===== src/rtl/freq_scan_pkg.sv =====
// freq_scan_pkg: FSM state type and symbol-table geometry shared by freq_table_scanner.
package freq_scan_pkg;
    localparam int SYM_W   = 8;
    localparam int NUM_SYM = 256;
    typedef enum logic [1:0] {IDLE, SCAN, EMIT, DONE} state_t;
endpackage


===== src/rtl/pulse_edge_detect.sv =====
// pulse_edge_detect: rising-edge detector on a level input.
//   clk      in  clock, rising edge
//   reset_n  in  asynchronous active-low reset
//   i_sig    in  level signal
//   o_rise   out high for the cycle where i_sig is high and was low at the previous edge
module pulse_edge_detect (
    input  logic clk,
    input  logic reset_n,
    input  logic i_sig,
    output logic o_rise
);
    logic r_sig_d;

    always_ff @(posedge clk or negedge reset_n) begin
        if (!reset_n) r_sig_d <= 1'b0;
        else          r_sig_d <= i_sig;
    end

    // The delayed copy resets low, so a level already high at reset release reads as an edge.
    assign o_rise = i_sig & ~r_sig_d;
endmodule


===== src/rtl/freq_table_scanner.sv =====
// freq_table_scanner: streams (symbol, frequency) pairs from a 256-entry table and totals it.
//   clk, reset_n          clock and asynchronous active-low reset
//   start                 level request, a rising edge in IDLE starts one scan
//   addr / freq_in        table read port, data combinational from addr
//   out_valid/out_ready   pair handshake carrying out_symbol, out_freq, out_last
//   busy / done           scan in progress / scan complete (held until start drops)
//   nz_count / total      emitted pairs and sum of all entries, final while done is high
module freq_table_scanner
    import freq_scan_pkg::*;
#(
    parameter int FREQ_W    = 24,
    parameter int TOTAL_W   = 32,
    parameter bit SKIP_ZERO = 1'b1
) (
    input  logic               clk,
    input  logic               reset_n,
    input  logic               start,
    output logic [SYM_W-1:0]   addr,
    input  logic [FREQ_W-1:0]  freq_in,
    output logic               out_valid,
    input  logic               out_ready,
    output logic [SYM_W-1:0]   out_symbol,
    output logic [FREQ_W-1:0]  out_freq,
    output logic               out_last,
    output logic               busy,
    output logic               done,
    output logic [8:0]         nz_count,
    output logic [TOTAL_W-1:0] total
);
    localparam logic [SYM_W:0] LP_END = (SYM_W+1)'(NUM_SYM);

    state_t              r_state, w_next;
    logic [SYM_W:0]      r_idx, w_idx_inc;
    logic                r_h_valid;
    logic [SYM_W-1:0]    r_h_sym, r_o_sym;
    logic [FREQ_W-1:0]   r_h_freq, r_o_freq;
    logic                r_o_last;
    logic [8:0]          r_nz;
    logic [TOTAL_W-1:0]  r_total;
    logic                w_start_rise, w_qual;
    logic                w_clr, w_inc, w_load_h, w_clr_h, w_load_o, w_o_from_in, w_o_last;

    pulse_edge_detect u_start_edge (
        .clk     (clk),
        .reset_n (reset_n),
        .i_sig   (start),
        .o_rise  (w_start_rise)
    );

    assign w_idx_inc = r_idx + 1'b1;
    assign w_qual    = (freq_in != '0) || !SKIP_ZERO;

    always_ff @(posedge clk or negedge reset_n) begin
        if (!reset_n) r_state <= IDLE;
        else          r_state <= w_next;
    end

    // H holds the most recent qualifying entry; it is only released to O once a successor
    // is found or the table is exhausted, which is how out_last is known in advance.
    always_comb begin
        w_next      = r_state;
        w_clr       = 1'b0;
        w_inc       = 1'b0;
        w_load_h    = 1'b0;
        w_clr_h     = 1'b0;
        w_load_o    = 1'b0;
        w_o_from_in = 1'b0;
        w_o_last    = 1'b0;
        case (r_state)
            IDLE: if (w_start_rise) begin
                w_clr  = 1'b1;
                w_next = SCAN;
            end
            SCAN: begin
                w_inc = 1'b1;
                if (w_qual && r_h_valid) begin
                    w_load_o = 1'b1;
                    w_load_h = 1'b1;
                    w_next   = EMIT;
                end else if (w_idx_inc == LP_END) begin
                    // The final qualifying entry may be the one on the bus right now.
                    if (w_qual || r_h_valid) begin
                        w_load_o    = 1'b1;
                        w_o_from_in = w_qual;
                        w_o_last    = 1'b1;
                        w_clr_h     = 1'b1;
                        w_next      = EMIT;
                    end else begin
                        w_next = DONE;
                    end
                end else if (w_qual) begin
                    w_load_h = 1'b1;
                end
            end
            EMIT: if (out_ready) begin
                if (r_o_last) begin
                    w_next = DONE;
                end else if (r_idx == LP_END) begin
                    if (r_h_valid) begin
                        w_load_o = 1'b1;
                        w_o_last = 1'b1;
                        w_clr_h  = 1'b1;
                    end else begin
                        w_next = DONE;
                    end
                end else begin
                    w_next = SCAN;
                end
            end
            DONE:    if (!start) w_next = IDLE;
            default: w_next = IDLE;
        endcase
    end

    always_ff @(posedge clk or negedge reset_n) begin
        if (!reset_n) begin
            r_idx     <= '0;
            r_total   <= '0;
            r_nz      <= '0;
            r_h_valid <= 1'b0;
            r_h_sym   <= '0;
            r_h_freq  <= '0;
            r_o_sym   <= '0;
            r_o_freq  <= '0;
            r_o_last  <= 1'b0;
        end else begin
            if (w_clr) begin
                r_idx   <= '0;
                r_total <= '0;
                r_nz    <= '0;
            end else if (w_inc) begin
                r_idx   <= w_idx_inc;
                r_total <= r_total + TOTAL_W'(freq_in);
                if (w_qual) r_nz <= r_nz + 1'b1;
            end
            if (w_clr || w_clr_h) r_h_valid <= 1'b0;
            else if (w_load_h)    r_h_valid <= 1'b1;
            if (w_load_h) begin
                r_h_sym  <= addr;
                r_h_freq <= freq_in;
            end
            if (w_load_o) begin
                r_o_sym  <= w_o_from_in ? addr : r_h_sym;
                r_o_freq <= w_o_from_in ? freq_in : r_h_freq;
                r_o_last <= w_o_last;
            end
        end
    end

    assign addr       = r_idx[SYM_W-1:0];
    assign out_valid  = (r_state == EMIT);
    assign out_symbol = r_o_sym;
    assign out_freq   = r_o_freq;
    assign out_last   = r_o_last;
    assign busy       = (r_state == SCAN) || (r_state == EMIT);
    assign done       = (r_state == DONE);
    assign nz_count   = r_nz;
    assign total      = r_total;
endmodule


===== config.mk =====
export PLATFORM = sky130hd
export DESIGN_NAME = freq_table_scanner
export DESIGN_NICKNAME = d
export VERILOG_FILES = /design/src/rtl/freq_scan_pkg.sv /design/src/rtl/pulse_edge_detect.sv /design/src/rtl/freq_table_scanner.sv
export SDC_FILE = /design/constraint.sdc
export NUM_CORES = 1
export LEC_CHECK = 0
export BUFFER_PORTS_ARGS = -buffer_cell sky130_fd_sc_hd__buf_2
export CAP_MARGIN = 25
export CORE_ASPECT_RATIO = 1.1
export CORE_MARGIN = 2
export CORE_UTILIZATION = 57
export CTS_CLUSTER_DIAMETER = 150
export DETAILED_ROUTE_END_ITERATION = 10
export PLACE_DENSITY = 0.8
export SLEW_MARGIN = 20
export SYNTH_ARGS = -nofsm -noshare
export SYNTH_HDL_FRONTEND = slang
export SYNTH_SLANG_ARGS = --single-unit

===== constraint.sdc =====
create_clock -name clk -period 3.12 [get_ports clk]
set_clock_uncertainty 0.15 [all_clocks]
set_input_delay 0.624 -clock clk [delete_from_list [all_inputs] [get_ports clk]]
set_output_delay 0.624 -clock clk [all_outputs]
set_load 0.05 [all_outputs]

After elaboration in Yosys (flattened, before gate mapping)
Index checks and enable logic that the tools add are counted.
{"block": "totals", "ff_bits": 119, "out_inout_bits": 85, "elab_cells": 79}
{"block": "classes", "n_addsub": 3, "n_eq_ne": 10, "n_mux": 42, "bitwise": 2, "reduce_logical": 11}
{"cell": "2-to-1 mux 32 bit", "count": 2}
{"cell": "2-to-1 mux 9 bit", "count": 5}
{"cell": "adder 32 x 24 -> 32 bit", "count": 1}
{"cell": "2-to-1 mux 24 bit", "count": 1}
{"cell": "nonzero test 24 bit", "count": 1}
{"cell": "2-to-1 mux 1 bit", "count": 22}
{"cell": "adder 9 x 1 -> 9 bit (second input constant)", "count": 2}
{"cell": "== test 9 bit (second input constant)", "count": 2}
{"cell": "2-to-1 mux 2 bit", "count": 8}
{"cell": "2-to-1 mux 8 bit", "count": 1}
{"cell": "case mux 2 bit (4 select lines)", "count": 1}
{"cell": "nonzero test 2 bit", "count": 3}
{"cell": "AND reduction 5 bit", "count": 1}
{"cell": "== test 2 bit (second input constant)", "count": 2}
{"cell": "!= test 2 x 1 -> 1 bit (second input constant)", "count": 2}
{"cell": "!= test 4 bit (second input constant)", "count": 1}
{"cell": "case mux 1 bit (2 select lines)", "count": 2}
{"cell": "logical OR 1 bit", "count": 3}
{"cell": "!= test 3 bit (second input constant)", "count": 1}
{"cell": "== test 2 x 1 -> 1 bit (second input constant)", "count": 1}
{"cell": "zero test 2 bit", "count": 1}
{"cell": "!= test 2 bit (second input constant)", "count": 1}
{"cell": "AND reduction 2 bit", "count": 1}
{"cell": "AND 1 bit", "count": 1}
{"cell": "2 further kinds", "count": 2}

Longest topological paths before layout
{"block": "depth", "depth_word": 8, "mapped_depth": 12, "depth_no_buf": 10}

Cells and area by module
Synthesis repeated with hierarchy kept, for this count alone.
{"block": "hier_totals", "hier_cells": 683, "area_unflattened_um2": 7236.9}
{"module": "freq_table_scanner", "n_inst": 1, "cells_per_inst": 681, "area_per_inst_um2": 7198.2, "seq_area_each_um2": 2952.8}
{"module": "pulse_edge_detect", "n_inst": 1, "cells_per_inst": 2, "area_per_inst_um2": 38.8, "seq_area_each_um2": 25.0}

Worst setup path after synthesis
Ideal clock, no wire load.
{"block": "synth_timing", "path_type": "register to register", "from": "register r_total[14], in the netlist total[14]", "to": "register r_total[25], in the netlist total[25]", "setup_time_ns": 0.126, "arrival_time_ns": 2.727, "t_required_ns": 2.844, "path_slack_ns": 0.117, "path_stages_with_launch": 10, "n_path_buf": 1, "period_less_slack_ns": 3.003, "cell_sequence": "dfrtp_1 ha_1 clkbuf_1 a211oi_1 o21ai_0 a221o_1 or3_1 o21ai_2 nor4_1 a311o_1"}
{"block": "synth_via", "elab_chain_cells": 3}
{"item": "from (decl)", "line": "freq_table_scanner.sv:39", "rtl": "logic [TOTAL_W-1:0] r_total;"}
{"item": "from (signal assigned)", "line": "freq_table_scanner.sv:133", "rtl": "r_total <= r_total + TOTAL_W'(freq_in);"}
{"item": "adder 32 x 24 -> 32 bit", "line": "freq_table_scanner.sv:133"}
{"item": "2-to-1 mux 32 bit", "line": "freq_table_scanner.sv:131", "rtl": "end else if (w_inc) begin"}
{"item": "2-to-1 mux 32 bit", "line": "freq_table_scanner.sv:127", "rtl": "if (w_clr) begin"}
No other way between the ends. The select of a mux whose other input is x is not followed.
A chain may end at the register's enable or synchronous reset.

Worst setup path after layout
{"block": "layout_timing", "from": "register r_idx[3]", "to": "register r_o_freq[22], in the netlist out_freq[22]"}
{"block": "layout_via", "elab_chain_cells": 6}
{"item": "from (decl)", "line": "freq_table_scanner.sv:33", "rtl": "logic [SYM_W:0] r_idx, w_idx_inc;"}
{"item": "from (signal assigned)", "line": "freq_table_scanner.sv:132", "rtl": "r_idx <= w_idx_inc;"}
{"item": "adder 9 x 1 -> 9 bit", "line": "freq_table_scanner.sv:50", "rtl": "assign w_idx_inc = r_idx + 1'b1;"}
{"item": "== test 9 bit", "line": "freq_table_scanner.sv:80", "rtl": "end else if (w_idx_inc == LP_END) begin"}
{"item": "2-to-1 mux 1 bit", "line": "freq_table_scanner.sv:80"}
{"item": "2-to-1 mux 1 bit", "line": "freq_table_scanner.sv:76", "rtl": "if (w_qual && r_h_valid) begin"}
{"item": "2-to-1 mux 1 bit", "line": "freq_table_scanner.sv:69", "rtl": "case (r_state)"}
{"item": "2-to-1 mux 24 bit", "line": "freq_table_scanner.sv:144", "rtl": "r_o_freq <= w_o_from_in ? freq_in : r_h_freq;"}
{"item": "to (signal assigned)", "line": "freq_table_scanner.sv:144"}
{"item": "to (decl)", "line": "freq_table_scanner.sv:36", "rtl": "logic [FREQ_W-1:0] r_h_freq, r_o_freq;"}
Parallel ways exist; a longest one is shown, timed or not.

==> summary.txt <==
Global routing
  • Initial antenna violation count: 0
  • Vias in the first global route: 6168
  • Total grt overflow: 0
  • Largest net degree at the start of global routing: 44
  • Total GRT Usage: 29.4%
  • First-pass GRT wire length: 30200 microns

Layout
  • Ant. Diodes: 0
  • Most common cell after layout, fill and taps aside: dfrtp_1
  • Commonest non-fill, non-tap cells in the layout: dfrtp_1 (119), buf_2 (111), nand2_1 (69)
  • Finished Layout Cells: 1004
  • Final #Nets: 898
  • Layout cells sized above 1: 27.5%
  • Utilization after layout: 70.2%
  • P&R area growth vs syn: 20.4%
  • Finished Cell Area: 8420 sq um

Placed design
  • Post-Place Worst Slack: -0.0198 ns
  • Global placement routability congestion: 0.925
  • Dpl hpwl: 12700 microns
  • Placement Cell Area: 7790 sq um
  • IO buf count: 112
  • Placed insts: 971

Detailed routing
  • Total wire length: 18700 microns
  • Routed length per placed instance: 18.6 microns
  • First-iteration detailed-routing DRC count: 443
  • Antenna violation net count after detailed routing: 0
  • First-pass DRT Iterations: 5
  • Via count: 6191
  • DRC: 0
  • Via density: 6.17

Die
  • Rows: 42
  • DIE WIDTH: 110 microns
  • IO Count: 113
  • Core area: 12000 sq um
  • Die area: 13200 sq um
  • Die height: 120 microns
  • Initial Utilization: 58.3%

Synthesis
  • FF+latch count, synth: 119
  • Synth Flop Type: dfrtp_1
  • Largest family of logic cells by synthesized area: compound AO/OA/AOI/OAI gates
  • Cell variety after synth: 65
  • Post-synthesis mux area share: 11.3%
  • Synthesis Warnings: 0
  • Number of synthesized flops with an enable pin: 0
  • Register area share after synthesis: 42.6%
  • Syn_nets: 778
  • Synthesized area: 6990 sq um
  • Synth area leaders: dfrtp_1 (43%), mux2i_1 (6.0%), ha_1 (5.7%)
  • Cell count after synthesis: 717
  • Synth Area in Compound Gates: 17.3%
  • Area share of and/or/nand/nor cells after synthesis: 14.5%
  • Async SR Flop Fraction: 100%
  • Synth top area share: 42.6%
  • Post-synthesis adder-cell area fraction: 6.01%
  • Synth area leader: dfrtp_1
  • Post-Synth XOR/XNOR Area: 3.26%
  • Syn avg cell area: 9.75 sq um

Run
  • # Max-Cap Violations: 0

STA
  • Final setup vio count: 0
  • Worst setup margin: 0.115 ns
  • Fin Hold WS: 0.0491 ns
  • Worst-margin pin slew: 0.767 ns
  • Max Freq: 333 MHz
  • Final Slew Violations: 0
  • Final period util: 96.3%
  • Fin. Hold Viols: 0
  • RSZ-0062 raised after global routing: no
  • Max-Slew Margin vs Limit: 48.8%
  • Fin crit period: 3.01 ns
  • Setup_tns: 0 ns

Worst setup path
  • CP required: 3.27 ns
  • Crit path cell chain: buf_4 > or4_4 > o22a_4 > a211oi_4 > and3_2 > buf_12 > mux2i_1 > o21ai_1
  • Crit path largest cell delay: 0.55 ns
  • Critical path peak fanout: 32
  • Critical path class: reg -> reg
  • CP top delay family: simple AND/OR/NAND/NOR gates
  • Startpoint Class: register
  • Buffers and inverters on the worst path: 2
  • WP data arrival: 3.16 ns
  • CP max-delay cell: or4_4
  • CP Capture Type: register

Clocking
  • CTS tree: yes
  • CTS root buffer: clkbuf_16
  • Clock Latency Late Sink: 0.42 ns
  • H-tree lvl count: 4
  • Clk slew on worst S/H paths: 0.06 ns
  • Hold_buf cts: 0
  • CTS Buf Count: 17
  • Clk sink count: 119
  • Clock Tree Buf Depth: 2

Power
  • Pwr Total: 10.9 mW
  • Pwr dens: 1290 nW/um^2
  • Static leakage: 3.92 nW
  • VDD IR max: 643 uV

Min path
  • Worst min-delay path category: in -> async

Status
  • Status: completed
==> synth_stat cells, drive strengths merged, types with 7 or more instances <==
library cell	number
inv	14
xnor2	10
xor2	16
a211oi	10
o21ai	69
mux2	33
nand2	69
clkbuf	24
buf	25
nand4	10
a21oi	38
nand3	27
o21a	10
nor2	56
ha	32
or3	10
dfrtp	119
nor4	9
a31oi	7
and3	8
a21o	15
mux2i	42
nor3	7
==> logic make-up after synthesis <==
family          after synthesis
simple gates                215
flops                       119
compound gates              185
fa+ha+maj                    33
xor+xnor                     26
mux                          75
buf+inv                      64
==> path summary, 6_finish.rpt <==
check	start	end	slack (ns)	depth (start not counted)
worst max register to register	r_idx[3]	out_freq[22]	0.11	8
max in group asynchronous	reset_n	total[11]	1.96	2
worst min register to register	out_symbol[1]	out_symbol[1]	0.32	2
worst min-delay path	reset_n	out_freq[1]	0.05	1
worst max-delay path	r_idx[3]	out_freq[22]	0.11	8
min in group clk	start	u_start_edge.r_sig_d	0.20	1
==> timing repair <==
| action | in CTS | in global routing |
|---|---|---|
| setup endpoints to repair | 15 | 11 |
| endpoints found under the hold margin | 0 | 0 |
| gates cloned | 1 | 0 |
| resized for setup | 1 | 0 |
| buffers inserted | 0 | 0 |
| pin swaps | 0 | 1 |
==> where the power goes <==
group	internal, mW	switching [mW]
combinational	2.07	4.06
clock	1.30	0.735
sequential	2.22	0.507
==> cell type report <==
cell class | count | area [sq um]
Timing Repair Buffer | 149 | 878
Inverter | 15 | 56.3
Clock inverter | 11 | 149
Fill cell | 900 | 3560
Tap cell | 154 | 193
Multi-Input combinational cell | 535 | 3700
Sequential cell | 119 | 2980
Clock buffer | 21 | 460
==> sequential cells by signal, indices dropped and copies added (netlist names) <==
signal                flops
out_last                  1
u_start_edge.r_sig_d      1
nz_count                  9
r_h_freq                 24
out_freq                 24
out_symbol                8
r_h_sym                   8
total                    32
r_state                   2
r_idx                     9
r_h_valid                 1
==> metal layers <==
metal	part of all wire, %	up-vias	global-route usage, %
li1	-	2831	-
met4	2.5	0	12.4
met1	42	3031	37.2
met5	0	-	0
met2	49	282	48.6
met3	6.5	47	6.08
(Power assumes the default switching activity.)
